===== src/rtl/ks_adder_pipe.sv =====
// rtl/ks_adder_pipe.sv - pipelined Kogge-Stone adder with valid/ready flow control
// Stages: pre (p/g), log2(WIDTH) prefix levels, post (sum/cout); one global stall.
module ks_adder_pipe #(
  parameter int WIDTH = 16
) (
  input  logic             clk,
  input  logic             rst,
  input  logic             in_valid,
  output logic             in_ready,
  input  logic [WIDTH-1:0] a,
  input  logic [WIDTH-1:0] b,
  input  logic             cin,
  output logic             out_valid,
  input  logic             out_ready,
  output logic [WIDTH-1:0] sum,
  output logic             cout
);

  localparam int LVL = $clog2(WIDTH);
  localparam int N   = LVL + 2;

  // Group propagate is not needed after the last prefix level, so p stops one short.
  logic [LVL-1:0][WIDTH-1:0] p_q, p_d;
  logic [LVL:0][WIDTH-1:0]   g_q, g_d;
  logic [LVL:0][WIDTH-1:0]   rp_q, rp_d;
  logic [LVL:0]              ci_q, ci_d;
  logic [N-1:0]              v_q, v_d;
  logic [WIDTH-1:0]          sum_q, sum_d;
  logic                      cout_q, cout_d;
  logic                      stall;

  function automatic logic [WIDTH-1:0] lo_mask(input int d);
    lo_mask = (WIDTH'(1) << d) - WIDTH'(1);
  endfunction

  assign stall     = v_q[N-1] & ~out_ready;
  assign in_ready  = ~stall;
  assign out_valid = v_q[N-1];
  assign sum       = sum_q;
  assign cout      = cout_q;

  always_comb begin
    p_d     = p_q;
    g_d     = g_q;
    rp_d    = rp_q;
    ci_d    = ci_q;
    p_d[0]  = a ^ b;
    g_d[0]  = a & b;
    g_d[0][0] = (a[0] & b[0]) | ((a[0] ^ b[0]) & cin);
    rp_d[0] = a ^ b;
    ci_d[0] = cin;
    for (int k = 1; k < LVL; k++) begin
      p_d[k] = p_q[k-1] & ((p_q[k-1] << (1 << (k-1))) | lo_mask(1 << (k-1)));
    end
    // Shifting in zeros leaves the low d bits of G untouched: those are the buffer slots.
    for (int k = 1; k <= LVL; k++) begin
      g_d[k]  = g_q[k-1] | (p_q[k-1] & (g_q[k-1] << (1 << (k-1))));
      rp_d[k] = rp_q[k-1];
      ci_d[k] = ci_q[k-1];
    end
    sum_d  = rp_q[LVL] ^ {g_q[LVL][WIDTH-2:0], ci_q[LVL]};
    cout_d = g_q[LVL][WIDTH-1];
    v_d    = {v_q[N-2:0], in_valid & in_ready};
  end

  always_ff @(posedge clk) begin
    if (rst) begin
      p_q    <= '0;
      g_q    <= '0;
      rp_q   <= '0;
      ci_q   <= '0;
      v_q    <= '0;
      sum_q  <= '0;
      cout_q <= 1'b0;
    end else if (!stall) begin
      p_q    <= p_d;
      g_q    <= g_d;
      rp_q   <= rp_d;
      ci_q   <= ci_d;
      v_q    <= v_d;
      sum_q  <= sum_d;
      cout_q <= cout_d;
    end
  end

endmodule

===== config.mk =====
export PLATFORM = sky130hd
export DESIGN_NAME = ks_adder_pipe
export DESIGN_NICKNAME = d
export VERILOG_FILES = /design/src/rtl/ks_adder_pipe.sv
export SDC_FILE = /design/constraint.sdc
export NUM_CORES = 1
export LEC_CHECK = 0
export ABC_AREA = 1
export BUFFER_PORTS_ARGS = -buffer_cell sky130_fd_sc_hd__buf_2
export CAP_MARGIN = 10
export CORE_ASPECT_RATIO = 0.5
export CORE_MARGIN = 2
export CORE_UTILIZATION = 65
export CTS_CLUSTER_SIZE = 28
export DETAILED_ROUTE_END_ITERATION = 12
export GPL_TIMING_DRIVEN = 0
export MAX_ROUTING_LAYER = met4
export PLACE_DENSITY = 0.85
export SYNTH_ARGS = -nofsm -noshare
export SYNTH_HDL_FRONTEND = slang
export SYNTH_SLANG_ARGS = --single-unit

===== constraint.sdc =====
create_clock -name clk -period 2.2 [get_ports clk]
set_clock_uncertainty 0.2 [all_clocks]
set_input_delay 0.22 -clock clk [delete_from_list [all_inputs] [get_ports clk]]
set_output_delay 0.22 -clock clk [all_outputs]
set_load 0.005 [all_outputs]

======== After elaboration in Yosys (flattened, before gate mapping) ========
Cells that the tools add are included.
storage, ports and cells
  flip-flop bits (word level) ............. 236
  input port bits ......................... 37
  output and inout port bits .............. 19
  word-level logic and storage cells ...... 39
cells by class
  bitwise logic cells ..................... 22
operator list
  cell                count
  16-bit AND          8
  16-bit OR           4
  16-bit bitwise XOR  2
  1-bit AND           4
  1-bit inverter      2
  1-bit OR            1
  1-bit bitwise XOR   1

======== Depth between registers and ports, before layout ========
  depth in word-level cells ............... 4
  depth in mapped cells ................... 8

======== Least setup slack after synthesis ========
OpenSTA, ideal clock, no wires.
  kind .................................... register to register
  start ................................... register v_q[5]
  end ..................................... register g_q[10] (netlist bit)
  setup time .............................. 113 ps
  data arrival time ....................... 1110 ps
  required time ........................... 1887 ps
  slack ................................... 777 ps
  cell stages (with the launch flop) ...... 9
  buffers on the path ..................... 3
  clock period less this slack ............ 1423 ps
  cell sequence ........................... dfxtp_1 buf_4 inv_2 nor2_4 buf_2 buf_2 nand2_1 nand2_1 nor2_1
between the ends
  cells in the longest elaborated chain, start to end .. 1
RTL lines
  item                    line  text
  from (decl)             27    logic [N-1:0] v_q, v_d;
  from (signal assigned)  80    v_q <= v_d;
  1-bit AND               36    assign stall = v_q[N-1] & ~out_ready;
  to (signal assigned)    77    g_q <= g_d;
  to (decl)               24    logic [LVL:0][WIDTH-1:0] g_q, g_d;
No other way between the ends.
A chain may end at the register's enable or synchronous reset.

======== Worst setup path after layout ========
  start ................................... register v_q[5]
  end ..................................... output port in_ready
between the ends
  cells in the longest elaborated chain, start to end .. 2
RTL lines
  item            line  text
  1-bit AND       36
  1-bit inverter  37    assign in_ready = ~stall;
  to (decl)       9     output logic in_ready,
No other way between the ends.

==> metrics.cfg <==
[die]
die-area_um2=15700
rows=31
die_x_um=175
start_util_pct=66.1
core_area_um2=14400
ioPinCount=56
die_h_um=89.5

[clock_network]
clock_path_buffers=3
numCtsBuffers=20
cts.sinks=222
h-tree-depth=1
clock_latency_ns=0.49
cts_root_buf=clkbuf_16
clkSlewWorstSetupHoldPaths_ns=0.07
post_cts_resized=0
post-cts-setup-buffers=0
tritoncts=built

[power]
power_density_nw_per_um2=757
ir_worst_vdd_mv=0.503
p_leak_nw=5.09

[worst_hold_path]
holdCritPathClass=primary input to flop
whs_path_depth=5
hold_start=out_ready
holdPathEnd=sum[15]

[setup_path]
cpLargestDelayFamily=buffers and inverters
critPathMaxFanout=10
critPathCaptureType=primary output
r2r-start=v_q[5]
max_stage_delay_ns=0.34
worst_ep_arrival_time_ns=1.71
rr_worst_depth=7
rrSetupSlack_ns=0.32
critPathBufInv=4
cp.required_ns=1.78
worstPathCellList=buf_4, nand2_2, buf_4, buf_4, buf_2
start_kind=flop
slowest_stage=dfxtp_1
crit_cells=5
setup.worst_path.class=flop to primary output
reg2reg_to=g_q[0]
cpMostUsedCell=buf_4

[timing]
min_period_ns=2.13
setup_viol=0
tightest_slew_ns=0.689
finalHoldViolations=0
fmax_mhz=471
drv_slew=0
period_share_pct=96.6
tns_ns=0
relSlewSlack_pct=54.0
rsz0062_at_grt=no

[placed_design]
port_buffers=54
hpwl_um=17900
place_congestion=0.941
placed_cell_area_um2=10000

[synthesis]
synth_area_leaders=dfxtp_1, nand2_1, nor2_1, o21bai_1, inv_1
synth_cell_types=16
synth.avg_cell_area_um2=6.89
synth.top_cell.area_share_pct=46.8
ys_ff_latch=222
ys_warn_count=0
syn-cell-area_um2=9510
ys_seq_area_share_pct=46.8
netlist_instances=1380
synthesis.nets=1433
synth_top_area_cell=dfxtp_1

[cells_and_area]
fill_cells=1076
nets=1558
layout_common_cells=nand2_1, nor2_1, dfxtp_1
drive_gt1_share_pct=8.64
final-seq-area_um2=4440
design_area_um2=11200
antenna_cells=0
multi_input_comb_area_um2=4250
layout_commonest_cell=nand2_1
area_growth_pct=17.4

[detailed_routing]
drc=0
first_iter_violations=1060
drt_pass1_iterations=5
wl_per_cell_um=15.1
dr_total_vias=9055
via_per_inst=5.28
wl_um=25900
ant_nets=0

[global_routing]
grt_start_max_net_pins=16
grtUsageTotal_pct=34.8
grt_pass1_vias=8396
grt_antenna_before_repair=0
grt_pass1_wl_um=41000
grt_overflow=0

[status]
outcome=finished, final reports clean

[flow_run]
cap_violations=0

-- how the worst max path moves through the flow --
| stage | from | endpoint | slack (ns) |
|---|---|---|---|
| final | v_q[5] | in_ready | 0.07 |
| after floorplan | v_q[5] | g_q[10] | 0.78 |
| after global routing | v_q[5] | in_ready | 0.04 |
| after global placement | v_q[5] | g_q[27] | 0.44 |
| after detailed placement | v_q[5] | g_q[3] | 0.42 |
| after CTS | v_q[5] | in_ready | 0.11 |
-- power by group --
group	internal [mW]	total, mW	switching [mW]	leakage, nW
logic	0.318	0.704	0.385	2.96
clock network	1.98	3.46	1.48	0.322
registers	4.17	4.29	0.122	1.81
-- tightest hold or removal path: stages --
cell	delay, ns
buf_2	0.12
inv_2	0.12
nand3b_1	0.11
nand2_1	0.05
nor2_1	0.08
-- what timing repair did --
action,CTS,global route
endpoints found under the hold margin,34,0
hold buffers,49,0
endpoints found under the setup margin,0,0
-- logic make-up after synthesis --
group / Yosys count / synth area share (%)
simple gates: 822 / 33.6
compound gates: 124 / 9.06
flops: 222 / 46.8
buf+inv: 196 / 8.53
fa+ha+maj: 16 / 2.11
-- through the flow --
step / util [%] / std cells / setup slack, ns / power [mW] / hold slack [ns]
final: 77.6 / 1715 / 0.0750 / 8.45 / 0.0435
after global routing: 77.6 / 1715 / 0.0409 / 8.71 / 0.0577
after CTS: 77.6 / 1715 / 0.110 / 8.42 / 0.0348
after detailed placement: 69.7 / 1632 / 0.416 / 4.96 / 0.255
after global placement: 69.7 / 1632 / 0.444 / 4.94 / 0.248
after floorplan: - / 1380 / 0.777 / 4.75 / 0.155
-- layer usage --
| layer | vias up | GRT usage, % | share of wire [%] |
|---|---|---|---|
| met2 | 437 | 57.6 | 45 |
| met3 | 56 | 5.06 | 10 |
| met5 | - | - | 0 |
| met4 | 0 | 10.4 | 2.2 |
| met1 | 4136 | 45.0 | 42 |
| li1 | 4426 | - | - |
-- cell usage after synthesis --
| cell type | count |
|---|---|
| nand2_1 | 389 |
| nor2_1 | 388 |
| dfxtp_1 | 222 |
| inv_1 | 117 |
| o21bai_1 | 96 |
| buf_2 | 33 |
| a21oi_1 | 28 |
| nand3_1 | 27 |
| clkbuf_1 | 23 |
| ha_1 | 16 |
| nand3b_1 | 16 |
| buf_1 | 11 |
| buf_4 | 9 |
| inv_2 | 3 |
| nand2_2 | 1 |
| nor2_4 | 1 |
-- state kept, by name, indices dropped and copies added, names as in the netlist --
name / flops
sum: 16
rp_d: 45
v_q: 6
g_q: 79
cout: 1
rp_q: 16
ci_q: 5
p_q: 53
cout_d: 1
-- final cells by class --
type / instances / share of cell area (%)
Buffer: 76 / 3.23
Clock buffer: 32 / 5.71
Clock inverter: 2 / 0.0897
Inverter: 120 / 4.04
Multi-Input combinational cell: 962 / 38.1
Sequential cell: 222 / 39.8
Tap cell: 198 / 2.22
Timing Repair Buffer: 103 / 6.82
Note: power is estimated with default switching activity, not from simulation.
